--- config.mk ---
export PLATFORM = sky130hd
export DESIGN_NAME = hazard_scoreboard_flat
export DESIGN_NICKNAME = d
export VERILOG_FILES = /design/src/rtl/hazard_scoreboard_if.sv /design/src/rtl/hazard_scoreboard.sv /design/src/flat_wrapper.sv
export SDC_FILE = /design/constraint.sdc
export NUM_CORES = 1
export LEC_CHECK = 0
export ABC_AREA = 0
export BUFFER_PORTS_ARGS = -buffer_cell sky130_fd_sc_hd__buf_4
export CAP_MARGIN = 5
export CORE_UTILIZATION = 35
export DETAILED_ROUTE_END_ITERATION = 7
export PLACE_DENSITY_LB_ADDON = 0.25
export SYNTH_ARGS = -nofsm -noshare
export SYNTH_HDL_FRONTEND = slang
export SYNTH_SLANG_ARGS = --single-unit
--- constraint.sdc ---
create_clock -name clk -period 3.5 [get_ports clk]
set_input_delay 0 -clock clk [delete_from_list [all_inputs] [get_ports clk]]
set_output_delay 0 -clock clk [all_outputs]
set_load 0.02 [all_outputs]
--- src/rtl/hazard_scoreboard_if.sv ---
// Decode-side handshake between the decode stage and hazard_scoreboard:
// issue info and source operands in, stall and execute-aligned forwarding selects out.
interface hazard_scoreboard_if #(
  parameter int REG_ADDR_W = 4,
  parameter int SEL_W      = 2
);
  logic                  issue_valid;
  logic                  issue_we;
  logic                  issue_is_load;
  logic [REG_ADDR_W-1:0] issue_rd;
  logic [REG_ADDR_W-1:0] rs1_decode;
  logic [REG_ADDR_W-1:0] rs2_decode;
  logic                  rs1_used;
  logic                  rs2_used;
  logic                  flush;
  logic                  stall;
  logic [SEL_W-1:0]      fwd_sel_a_ex;
  logic [SEL_W-1:0]      fwd_sel_b_ex;
  logic                  issued_ex;

  modport master (
    output issue_valid, issue_we, issue_is_load, issue_rd,
    output rs1_decode, rs2_decode, rs1_used, rs2_used, flush,
    input  stall, fwd_sel_a_ex, fwd_sel_b_ex, issued_ex
  );

  modport slave (
    input  issue_valid, issue_we, issue_is_load, issue_rd,
    input  rs1_decode, rs2_decode, rs1_used, rs2_used, flush,
    output stall, fwd_sel_a_ex, fwd_sel_b_ex, issued_ex
  );
endinterface

--- src/rtl/hazard_scoreboard.sv ---
// Shadow-pipeline hazard detector: decode stall plus registered forwarding selects.
// Optional HAZARD_STATS_EN adds saturating stall_count/fwd_count outputs.
module hazard_scoreboard #(
  parameter int REG_ADDR_W = 4,
  parameter int DEPTH      = 3,
  parameter int ALU_AVAIL  = 2,
  parameter int LOAD_AVAIL = 3,
  parameter int ZERO_REG   = 1,
  parameter int SEL_W      = $clog2(DEPTH + 1)
) (
  input  logic                clk,
  input  logic                reset_n,
  hazard_scoreboard_if.slave  bus
`ifdef HAZARD_STATS_EN
  ,
  output logic [15:0]         stall_count,
  output logic [15:0]         fwd_count
`endif
);

  logic [DEPTH:1]        valid_q;
  logic [DEPTH:1]        load_q;
  logic [REG_ADDR_W-1:0] rd_q [DEPTH:1];

  logic [REG_ADDR_W-1:0] rs   [2];
  logic                  used [2];
  int                    pos  [2];
  logic                  ld   [2];
  logic                  haz  [2];
  logic [SEL_W-1:0]      sel  [2];

  logic                  stall;
  logic                  advance;
  logic [SEL_W-1:0]      sel_a_q;
  logic [SEL_W-1:0]      sel_b_q;
  logic                  issued_q;

  assign rs[0]   = bus.rs1_decode;
  assign rs[1]   = bus.rs2_decode;
  assign used[0] = bus.rs1_used;
  assign used[1] = bus.rs2_used;

  // Scan oldest to youngest so the youngest matching writer is the one left standing.
  always_comb begin
    for (int op = 0; op < 2; op++) begin
      pos[op] = 0;
      ld[op]  = 1'b0;
      haz[op] = 1'b0;
      sel[op] = '0;
      if (used[op] && !(ZERO_REG != 0 && rs[op] == '0)) begin
        for (int k = DEPTH; k >= 1; k--) begin
          if (valid_q[k] && rd_q[k] == rs[op]) begin
            pos[op] = k;
            ld[op]  = load_q[k];
          end
        end
      end
      if (pos[op] != 0) begin
        haz[op] = (pos[op] + 1) < (ld[op] ? LOAD_AVAIL : ALU_AVAIL);
        sel[op] = (pos[op] + 1 <= DEPTH) ? SEL_W'(pos[op] + 1) : '0;
      end
    end
  end

  assign stall   = bus.issue_valid & ~bus.flush & (haz[0] | haz[1]);
  assign advance = ~stall & ~bus.flush;

  always_ff @(posedge clk or negedge reset_n) begin
    if (!reset_n) begin
      valid_q  <= '0;
      load_q   <= '0;
      for (int k = 1; k <= DEPTH; k++) rd_q[k] <= '0;
      sel_a_q  <= '0;
      sel_b_q  <= '0;
      issued_q <= 1'b0;
    end else begin
      valid_q[1] <= bus.issue_valid & bus.issue_we & advance;
      rd_q[1]    <= bus.issue_rd;
      load_q[1]  <= bus.issue_is_load & advance;
      for (int k = 2; k <= DEPTH; k++) begin
        valid_q[k] <= valid_q[k-1];
        rd_q[k]    <= rd_q[k-1];
        load_q[k]  <= load_q[k-1];
      end
      sel_a_q  <= advance ? sel[0] : '0;
      sel_b_q  <= advance ? sel[1] : '0;
      issued_q <= bus.issue_valid & advance;
    end
  end

  assign bus.stall        = stall;
  assign bus.fwd_sel_a_ex = sel_a_q;
  assign bus.fwd_sel_b_ex = sel_b_q;
  assign bus.issued_ex    = issued_q;

`ifdef HAZARD_STATS_EN
  always_ff @(posedge clk or negedge reset_n) begin
    if (!reset_n) begin
      stall_count <= '0;
      fwd_count   <= '0;
    end else begin
      if (stall && stall_count != 16'hFFFF)
        stall_count <= stall_count + 16'd1;
      if ((sel_a_q != '0 || sel_b_q != '0) && fwd_count != 16'hFFFF)
        fwd_count <= fwd_count + 16'd1;
    end
  end
`endif

endmodule
--- src/flat_wrapper.sv ---
// flat-port wrapper written by rule: the top's interface ports become plain ports
module hazard_scoreboard_flat 
#(
  parameter int REG_ADDR_W = 4,
  parameter int DEPTH      = 3,
  parameter int ALU_AVAIL  = 2,
  parameter int LOAD_AVAIL = 3,
  parameter int ZERO_REG   = 1,
  parameter int SEL_W      = $clog2(DEPTH + 1)
)
  (clk, reset_n, bus_issue_valid, bus_issue_we, bus_issue_is_load, bus_issue_rd, bus_rs1_decode, bus_rs2_decode, bus_rs1_used, bus_rs2_used, bus_flush, bus_stall, bus_fwd_sel_a_ex, bus_fwd_sel_b_ex, bus_issued_ex);
  hazard_scoreboard_if #(.REG_ADDR_W(REG_ADDR_W), .SEL_W(SEL_W)) bus_i ();
  input  logic clk;
  input  logic reset_n;
  input wire logic [$bits(bus_i.issue_valid)-1:0] bus_issue_valid;
  input wire logic [$bits(bus_i.issue_we)-1:0] bus_issue_we;
  input wire logic [$bits(bus_i.issue_is_load)-1:0] bus_issue_is_load;
  input wire logic [$bits(bus_i.issue_rd)-1:0] bus_issue_rd;
  input wire logic [$bits(bus_i.rs1_decode)-1:0] bus_rs1_decode;
  input wire logic [$bits(bus_i.rs2_decode)-1:0] bus_rs2_decode;
  input wire logic [$bits(bus_i.rs1_used)-1:0] bus_rs1_used;
  input wire logic [$bits(bus_i.rs2_used)-1:0] bus_rs2_used;
  input wire logic [$bits(bus_i.flush)-1:0] bus_flush;
  output wire logic [$bits(bus_i.stall)-1:0] bus_stall;
  output wire logic [$bits(bus_i.fwd_sel_a_ex)-1:0] bus_fwd_sel_a_ex;
  output wire logic [$bits(bus_i.fwd_sel_b_ex)-1:0] bus_fwd_sel_b_ex;
  output wire logic [$bits(bus_i.issued_ex)-1:0] bus_issued_ex;
  assign bus_i.issue_valid = bus_issue_valid;
  assign bus_i.issue_we = bus_issue_we;
  assign bus_i.issue_is_load = bus_issue_is_load;
  assign bus_i.issue_rd = bus_issue_rd;
  assign bus_i.rs1_decode = bus_rs1_decode;
  assign bus_i.rs2_decode = bus_rs2_decode;
  assign bus_i.rs1_used = bus_rs1_used;
  assign bus_i.rs2_used = bus_rs2_used;
  assign bus_i.flush = bus_flush;
  assign bus_stall = bus_i.stall;
  assign bus_fwd_sel_a_ex = bus_i.fwd_sel_a_ex;
  assign bus_fwd_sel_b_ex = bus_i.fwd_sel_b_ex;
  assign bus_issued_ex = bus_i.issued_ex;
  hazard_scoreboard #(.REG_ADDR_W(REG_ADDR_W), .DEPTH(DEPTH), .ALU_AVAIL(ALU_AVAIL), .LOAD_AVAIL(LOAD_AVAIL), .ZERO_REG(ZERO_REG), .SEL_W(SEL_W)) u_core (.clk(clk), .reset_n(reset_n), .bus(bus_i));
endmodule
==> results.sh <==
export IMPL_fin_crit_sh_pct=93.6
export IMPL_synth_compound_area_share_pct=17.2
export IMPL_ir_worst_vdd_mv=0.172
export IMPL_synthTopCellsByArea="dfrtp_1, xor2_1, ha_1"
export IMPL_critPathLaunchType="flip-flop"
export IMPL_rsz0062_at_grt="no"
export IMPL_slew_viol_final=0
export IMPL_fmax_mhz=305
export IMPL_max_slew_margin_rel_pct=49.5
export IMPL_drt_wl_total_um=3170
export IMPL_die_x_um=63.6
export IMPL_ys_seq_area_share_pct=43.3
export IMPL_portBuffers=25
export IMPL_synthSimpleGateAreaFrac_pct=18.5
export IMPL_status="finished clean"
export IMPL_synth_seq_cells=23
export IMPL_core_area_mm2=0.00366
export IMPL_routed_top_layer="met4"
export IMPL_syn_to_final_growth_pct=31.5
export IMPL_io_pins=26
export IMPL_fin_area_mm2=0.00175
export IMPL_synthesis_instances=118
export IMPL_maxCapViolations=0
export IMPL_synth_adder_area_share_pct=5.65
export IMPL_routed_wl_met3_um=61
export IMPL_vias_per_cell=5.16
export IMPL_whs_ns=0.0534
export IMPL_antenna_found_initial=0
export IMPL_ys_flop_type="dfrtp_1"
export IMPL_final_cell_mix="buf_4, dfrtp_1, xor2_1"
export IMPL_path_max_fanout=5
export IMPL_met2_length_um=1630
export IMPL_cts_buffers=3
export IMPL_cts_root_buf="clkbuf_8"
export IMPL_place_gp_congestion=0.863
export IMPL_cp_end_kind="output port"
export IMPL_avgSynthCellArea_um2=11.3
export IMPL_ctsLongestPathBuffers=2
export IMPL_yosys_area_top_type_share_pct=43.3
export IMPL_crit_required_ns=3.50
export IMPL_grt_max_degree=24
export IMPL_diodes=0
export IMPL_drt_iter0_drc=46
export IMPL_hold_viol=0
export IMPL_tritoncts="yes"
export IMPL_async_reset_ff_share_pct=100
export IMPL_layout_drive_gt1_share_pct=26.7
export IMPL_post_drt_wl_per_cell_um=15.1
export IMPL_finalCriticalPeriod_ns=3.28
export IMPL_vias=1078
export IMPL_dp_hpwl_um=2380
export IMPL_drc=0
export IMPL_placed_area_mm2=0.00159
export IMPL_grt_pass1_vias=1150
export IMPL_worstMarginPinSlew_ns=0.749
export IMPL_antenna_left=0
export IMPL_final_common_cell="buf_4"
export IMPL_worstPathArrival_ns=3.28
export IMPL_clock_latency_ns=0.26
export IMPL_gr_total_overflow=0
export IMPL_dr_pass1_iters=4
export IMPL_critPathKind="flip-flop to output port"
export IMPL_total_power_mw=0.541
export IMPL_grt_usage_pct=17.1
export IMPL_powerDensity_mw_per_mm2=309
export IMPL_cts_htree_levels=1
export IMPL_leakage_nw=0.781
export IMPL_dieArea_mm2=0.00405
export IMPL_hp_class="input port to flip-flop"
export IMPL_setup_viol=0
export IMPL_post_place_ws_ns=0.494
export IMPL_worst_slack_ns=0.225
export IMPL_synth_top_family_by_area="simple AND/OR/NAND/NOR gates"
export IMPL_synth_top_area_cell="dfrtp_1"
export IMPL_syn_area_mm2=0.00133
export IMPL_synthesis_nets=144
export IMPL_met1_length_um=1400
export IMPL_grt_pass1_wl_um=5240
export IMPL_clock_sinks=23
export IMPL_muxShareOfSynthArea_pct=0
export IMPL_synth_edff_count=0
export IMPL_clk_pin_slew_ns=0.08
export IMPL_die_h_um=63.6
export IMPL_fin_setup_tns_ns=0
export IMPL_fin_skew_ns=0.00680
export IMPL_core_rowCount=22
export IMPL_nets=188
export IMPL_ys_warn_count=0
export IMPL_synth_xor_xnor_area_share_pct=13.8
export IMPL_synth_cell_types=33
export IMPL_initial_core_util_pct=36.3
[logic make-up (layout without fill, tap and decap cells)]
logic type	after synthesis	count (layout)
simple gates	36	36
fa+ha+maj	6	6
flops	23	23
xor+xnor	21	21
compound gates	27	27
buf+inv	5	48
[per-layer routing]
layer | vias to the layer above | GRT usage, %
met1 | 530 | 20.9
met5 | - | 0
met2 | 17 | 29.1
li1 | 524 | -
met3 | 7 | 1.81
met4 | 0 | 9.09
[worst max-delay path: stages (launching register included)]
cell	delay [ns]
dfrtp_1	0.42
xor2_1	0.15
nor4_1	0.38
and2_1	0.29
nor2_1	0.08
o21a_1	0.15
ha_1	0.22
or4b_4	0.55
nor4b_4	0.43
o311a_1	0.19
buf_4	0.13
[cells in the mapped netlist, types with 2 or more instances]
cell,count
o31ai_1,6
o21ai_0,3
inv_1,5
nor2_1,4
o311ai_0,5
nor4_2,2
o41ai_2,2
nor2b_1,2
nand2b_1,2
xnor2_1,3
nor4_1,4
nand3_1,3
and2_1,2
xor2_1,18
nor3_1,2
nand2_1,9
o21a_1,3
ha_1,6
dfrtp_1,23
[final timing paths]
check / from / to / slack (ns) / cells after the start
worst max register to register: u_core.rd_q[0]$_DFF_PN0_ / u_core.bus.fwd_sel_b_ex[0]$_DFF_PN0_ / 0.40 / 10
worst min register to register: u_core.load_q[2]$_DFF_PN0_ / u_core.load_q[3]$_DFF_PN0_ / 0.36 / 0
min in group asynchronous: reset_n / u_core.rd_q[9]$_DFF_PN0_ / 0.16 / 2
max in group asynchronous: reset_n / u_core.load_q[1]$_DFF_PN0_ / 3.11 / 2
worst max-delay path: u_core.rd_q[0]$_DFF_PN0_ / bus_stall / 0.22 / 10
worst min-delay path: bus_flush / u_core.bus.fwd_sel_a_ex[0]$_DFF_PN0_ / 0.05 / 4
[sequential cells by signal, indices dropped and copies added (netlist names)]
signal and count:
u_core.rd_q 12, u_core.bus.fwd_sel_b_ex 2, u_core.valid_q 3, u_core.bus.fwd_sel_a_ex 2, u_core.load_q 3, u_core.bus.issued_ex 1
[per-stage QoR]
stage                     instances  utilization, %
after floorplan                 118               -
after global routing            209            47.7
after detailed placement        193            43.5
final                           209            47.7
after global placement          193            43.5
after CTS                       205            46.9
[report_power, final]
group,internal [mW],switching (mW),total [mW]
clock network,0.0812,0.0823,0.164
logic,0.0430,0.0450,0.0880
registers,0.278,0.0109,0.289
total,0.402,0.138,0.541
[area by class of cell]
cell class | instances | area (um2)
Multi-Input combinational cell | 90 | 734
Tap cell | 48 | 60.1
Fill cell | 333 | 1910
Timing Repair Buffer | 39 | 313
Clock buffer | 4 | 45.0
Inverter | 5 | 18.8
Sequential cell | 23 | 576
[repair_timing]
action / CTS / global route
setup buffers: 0 / 4
setup endpoints to repair: 0 / 1
hold buffers: 8 / 0
hold endpoints to repair: 30 / 0
gates resized for setup: 0 / 0
(Power assumes the default switching activity.)
